===== src/rtl/timer_counter_pkg.sv =====
// Shared constants for the timer/counter: FSM states, register offsets, MODE codes, CTRL bits.
// Latency: n/a (constants only); backpressure: n/a.
package timer_counter_pkg;

  typedef enum logic [1:0] {
    ST_IDLE = 2'd0,
    ST_LOAD = 2'd1,
    ST_CNT  = 2'd2,
    ST_INT  = 2'd3
  } tc_state_e;

  localparam logic [1:0] ADDR_CTRL   = 2'd0;
  localparam logic [1:0] ADDR_PRESET = 2'd1;
  localparam logic [1:0] ADDR_COUNT  = 2'd2;
  localparam logic [1:0] ADDR_RSVD   = 2'd3;

  localparam logic [1:0] MODE_ONESHOT = 2'b00;
  localparam logic [1:0] MODE_RELOAD  = 2'b01;

  localparam int CTRL_EN_BIT   = 0;
  localparam int CTRL_MODE_LSB = 1;
  localparam int CTRL_IM_BIT   = 3;

  function automatic logic [31:0] ctrl_word(input logic en, input logic [1:0] mode, input logic im);
    logic [31:0] w;
    w = 32'd0;
    w[CTRL_EN_BIT]             = en;
    w[CTRL_MODE_LSB +: 2]      = mode;
    w[CTRL_IM_BIT]             = im;
    return w;
  endfunction

endpackage


===== src/rtl/timer_counter.sv =====
// Memory-mapped down-counting timer with one-shot/auto-reload modes and a maskable interrupt.
// Latency: irq rises N+2 edges after EN is written (N=PRESET, 0 acts as 1); backpressure: none, bus always accepts.
module timer_counter
  import timer_counter_pkg::*;
#(
  parameter logic [31:0] RESET_PRESET = 32'd0
) (
  input  logic        clk,
  input  logic        reset,
  input  logic        sel,
  input  logic [1:0]  addr,
  input  logic [3:0]  byteen,
  input  logic [31:0] wdata,
  output logic [31:0] rdata,
  output logic        irq
);

  tc_state_e   state_q, state_d;
  logic        en_q, en_d;
  logic [1:0]  mode_q;
  logic        im_q;
  logic [31:0] preset_q;
  logic [31:0] count_q, count_d;
  logic        flag_q, flag_d;

  logic wr_ok, ctrl_wr, preset_wr;

  assign wr_ok     = sel && (byteen == 4'b1111);
  assign ctrl_wr   = wr_ok && (addr == ADDR_CTRL);
  assign preset_wr = wr_ok && (addr == ADDR_PRESET);

  always_comb begin
    state_d = state_q;
    en_d    = en_q;
    count_d = count_q;
    flag_d  = flag_q;
    case (state_q)
      ST_IDLE: begin
        if (en_q) state_d = ST_LOAD;
      end
      ST_LOAD: begin
        count_d = preset_q;
        state_d = ST_CNT;
      end
      ST_CNT: begin
        if (!en_q) begin
          state_d = ST_IDLE;
        end else if (count_q > 32'd1) begin
          count_d = count_q - 32'd1;
        end else begin
          count_d = 32'd0;
          flag_d  = 1'b1;
          state_d = ST_INT;
        end
      end
      ST_INT: begin
        if (mode_q == MODE_RELOAD) begin
          flag_d  = 1'b0;
          state_d = ST_LOAD;
        end else begin
          en_d    = 1'b0;
          state_d = ST_IDLE;
        end
      end
      default: state_d = ST_IDLE;
    endcase
    // Bus writes take precedence over the FSM's own EN/FLAG updates.
    if (ctrl_wr) en_d = wdata[CTRL_EN_BIT];
    if (ctrl_wr || preset_wr) flag_d = 1'b0;
  end

  always_ff @(posedge clk or negedge reset) begin
    if (!reset) begin
      state_q  <= ST_IDLE;
      en_q     <= 1'b0;
      mode_q   <= MODE_ONESHOT;
      im_q     <= 1'b0;
      preset_q <= RESET_PRESET;
      count_q  <= 32'd0;
      flag_q   <= 1'b0;
    end else begin
      state_q <= state_d;
      en_q    <= en_d;
      count_q <= count_d;
      flag_q  <= flag_d;
      if (ctrl_wr) begin
        mode_q <= wdata[CTRL_MODE_LSB +: 2];
        im_q   <= wdata[CTRL_IM_BIT];
      end
      if (preset_wr) preset_q <= wdata;
    end
  end

  always_comb begin
    rdata = 32'd0;
    case (addr)
      ADDR_CTRL:   rdata = ctrl_word(en_q, mode_q, im_q);
      ADDR_PRESET: rdata = preset_q;
      ADDR_COUNT:  rdata = count_q;
      ADDR_RSVD:   rdata = 32'd0;
      default:     rdata = 32'd0;
    endcase
  end

  assign irq = flag_q & im_q;

endmodule


===== config.mk =====
export PLATFORM = sky130hd
export DESIGN_NAME = timer_counter
export DESIGN_NICKNAME = d
export VERILOG_FILES = /design/src/rtl/timer_counter_pkg.sv /design/src/rtl/timer_counter.sv
export SDC_FILE = /design/constraint.sdc
export NUM_CORES = 1
export LEC_CHECK = 0
export CAP_MARGIN = 30
export CELL_PAD_IN_SITES_DETAIL_PLACEMENT = 0
export CELL_PAD_IN_SITES_GLOBAL_PLACEMENT = 2
export CORE_ASPECT_RATIO = 0.7
export CORE_MARGIN = 2
export CORE_UTILIZATION = 33
export CTS_CLUSTER_SIZE = 12
export DETAILED_ROUTE_END_ITERATION = 8
export PLACE_DENSITY_LB_ADDON = 0.1
export SYNTH_ARGS = -nofsm -noshare
export SYNTH_HDL_FRONTEND = slang
export SYNTH_SLANG_ARGS = --single-unit

===== constraint.sdc =====
create_clock -name clk -period 3.43 [get_ports clk]
set_clock_uncertainty 0.2 [all_clocks]
set_input_delay 0.343 -clock clk [delete_from_list [all_inputs] [get_ports clk]]
set_output_delay 0.343 -clock clk [all_outputs]
set_load 0.02 [all_outputs]

==> flow_metrics.py <==
metrics = {
    "cells_and_area": {
        "finalNonFillerCells": 645,
        "final_core_util_pct": 45.8,
        "num_antenna_cells": 0,
        "synthToLayoutAreaGrowth_pct": 33.7,
        "final_net_count": 526,
        "multi_input_area_mm2": 0.00212,
        "fill_cells": 1155,
        "drive_gt1_share_pct": 17.0,
        "regArea_mm2": 0.00178,
        "stdcell_area_mm2": 0.00541,
    },
    "timing": {
        "timing.setup.tns_ns": 0,
        "rsz0062_at_grt": "no",
        "relSlewSlack_pct": 48.9,
        "max_clock_freq_ghz": 0.317,
        "setup_viol": 0,
        "slew_violations": 0,
        "post-route-min-period_ns": 3.15,
        "min_period_over_period_pct": 92.0,
        "worstMarginPinSlew_ns": 0.766,
        "hold_viol_final": 0,
    },
    "yosys": {
        "synth.distinct_cells": 52,
        "yosysMostFrequentCell": "dfrtp_1",
        "synth_edf_count": 0,
        "syn_nets": 450,
        "synth.avg_cell_area_um2": 9.93,
        "synth_flop_cell": "dfrtp_1",
        "async_flop_share_pct": 100,
        "yosys.area.top_type": "dfrtp_1",
        "yosys-top-cells-area": "dfrtp_1 44%, mux2_2 9.7%, a22o_1 6.1%",
        "syn_inst": 407,
        "yosys_warnings": 0,
        "synth_common_cells": "71 x dfrtp_1, 35 x mux2_2, 30 x nand2_1, 28 x a22o_1, 26 x clkbuf_1",
        "yosysSeqAreaShare_pct": 43.9,
        "ys_seq_elements": 71,
        "synth_top_area_share_pct": 43.9,
        "synth_area_mm2": 0.00404,
    },
    "floorplanning": {
        "num_rows": 33,
        "coreArea_mm2": 0.0118,
        "die_h_um": 96.6,
        "dieArea_mm2": 0.0132,
        "io_pins": 74,
        "initial_core_util_pct": 34.2,
        "die_w_um": 136,
    },
    "flow_run": {
        "max_cap_violations": 0,
    },
    "power": {
        "p_per_area_mw_per_mm2": 758,
        "p_leak_nw": 2.22,
        "ir_drop_v": 0.000299,
    },
    "setup_path": {
        "critPathRequiredTime_ns": 3.44,
        "cp_max_fo": 7,
        "cp-end-kind": "register",
        "path_class": "register to register",
        "start_kind": "register",
        "crit_arrival_ns": 3.17,
    },
    "clocking": {
        "cts_tree": "done",
        "cts_max_level": 3,
        "clkTransAtPathRegs_ns": 0.06,
        "cts_setup_buffers": 0,
        "cts.sinks": 71,
        "clk_path_buf_depth": 2,
        "clockRootBuffer": "clkbuf_16",
        "cts_inserted_buffers": 9,
        "clkLatencyLatePin_ns": 0.33,
    },
    "placement": {
        "placed_cell_area_mm2": 0.00507,
        "dp_cells": 628,
        "dp_hpwl_um": 8980,
        "numPortBuffers": 73,
        "finalWeightedCongestion": 0.851,
    },
    "global_route": {
        "grt_max_degree": 42,
        "first_global_vias": 3754,
        "grt-ovfl-total": 0,
        "grt_use_total_pct": 20.7,
        "grt_pass1_wl_um": 21200,
        "antenna_found_initial": 0,
    },
    "routing": {
        "dr.pass1.iters": 5,
        "avgViaCountPerCell": 5.83,
        "wl_per_cell_um": 20.2,
        "drtAntennaViolNets": 0,
        "drcViolationCount": 0,
        "vias": 3758,
        "drt_iter0_drc": 312,
        "drt_wl_total_um": 13000,
    },
    "worst_hold_path": {
        "worst_hold_path_type": "register to register",
    },
    "status": {
        "outcome": "finished, final reports clean",
    },
}
[worst max-delay path, cell delays in order, from the launching register on]
cell	delay [ns]
dfrtp_1	0.43
inv_1	0.12
ha_1	0.22
or3b_1	0.48
or4b_4	0.57
or4_1	0.51
a31o_1	0.24
a221o_1	0.28
[metrics by stage]
stage                     hold WS [ns]  power [mW]  worst slack (ns)
after floorplan                 -0.153        2.37             0.457
after global placement           0.272        3.06             0.356
after detailed placement         0.272        3.06             0.298
after CTS                        0.331        4.11             0.295
after global routing             0.357        4.36             0.112
final                            0.323        4.09             0.275
[cell type report]
class,count,share of cell area [%]
repair buffers,98,17.6
clock buffers,13,4.81
multi-input cells,295,39.3
well taps,157,3.63
flip-flops and latches,71,32.9
clock inverters,3,1.20
inverters,8,0.556
[layer usage]
| layer | vias to the layer above | GRT usage, % | wire length [um] |
|---|---|---|---|
| met5 | - | 0 | 0 |
| met3 | 6 | 4.09 | 674 |
| li1 | 1749 | - | - |
| met2 | 114 | 29.7 | 5610 |
| met4 | 0 | 3.45 | 65 |
| met1 | 1889 | 32.2 | 6690 |
[cells in the final DEF (no fill, tap or decap), types with 2 or more instances in the layout]
cell type,instances
nor3_1,7
ha_1,2
a221o_1,2
nand3_1,17
mux2_2,35
o21ai_1,4
nand2_1,30
clkbuf_1,2
or3_1,12
inv_1,7
nand2b_1,2
clkdlybuf4s50_1,72
mux2i_1,5
o2111ai_1,3
o221ai_1,2
nor2_1,13
a21oi_1,4
clkbuf_16,9
dfrtp_1,71
nor2b_2,3
nor2b_1,3
or4_1,17
a31oi_1,10
a22o_1,28
buf_4,21
nand3b_1,2
bufinv_16,2
o21ai_0,8
o31a_1,2
nor4_1,9
buf_12,3
clkbuf_8,2
nand4_1,20
o211ai_1,4
a32oi_1,3
o31ai_1,4
and2_1,2
a22oi_1,19
o311ai_1,4
[worst paths after layout]
check	from	to	slack [ns]	cells after the start
min in group asynchronous	reset	preset_q[31]$_DFFE_PN0P_	0.43	2
worst min register to register	im_q$_DFFE_PN0P_	im_q$_DFFE_PN0P_	0.32	1
worst max-delay path	count_q[0]$_DFFE_PN0P_	count_q[22]$_DFFE_PN0P_	0.28	7
worst min-delay path	im_q$_DFFE_PN0P_	im_q$_DFFE_PN0P_	0.32	1
max in group asynchronous	reset	count_q[10]$_DFFE_PN0P_	1.91	3
worst max register to register	count_q[0]$_DFFE_PN0P_	count_q[22]$_DFFE_PN0P_	0.28	7
[logic make-up after synthesis]
group,count (synthesis),synth area share [%]
AO/OA/AOI/OAI,105,19.8
buffers and inverters,41,3.93
AND/OR/NAND/NOR,148,20.7
adder cells (fa/ha/maj),2,0.619
multiplexers,40,11.0
flip-flops,71,43.9
[registers in the layout (all words and copies together) (netlist names)]
register	cells
count_q	32
en_q	1
flag_q	1
im_q	1
mode_q	2
preset_q	32
state_q	2
[where the power goes]
group	switching [mW]	internal [mW]	total, mW	leakage, nW
registers	0.341	1.07	1.41	0.930
clock network	0.351	0.676	1.03	0.160
logic	0.942	0.710	1.65	1.13
[what timing repair did]
item                                    4_1_cts  5_1_grt
endpoints found under the setup margin        0        0
hold buffers                                  1        0
endpoints found under the hold margin        30        0
resized for setup                             0        0
Power figures use the tool's default switching activity.
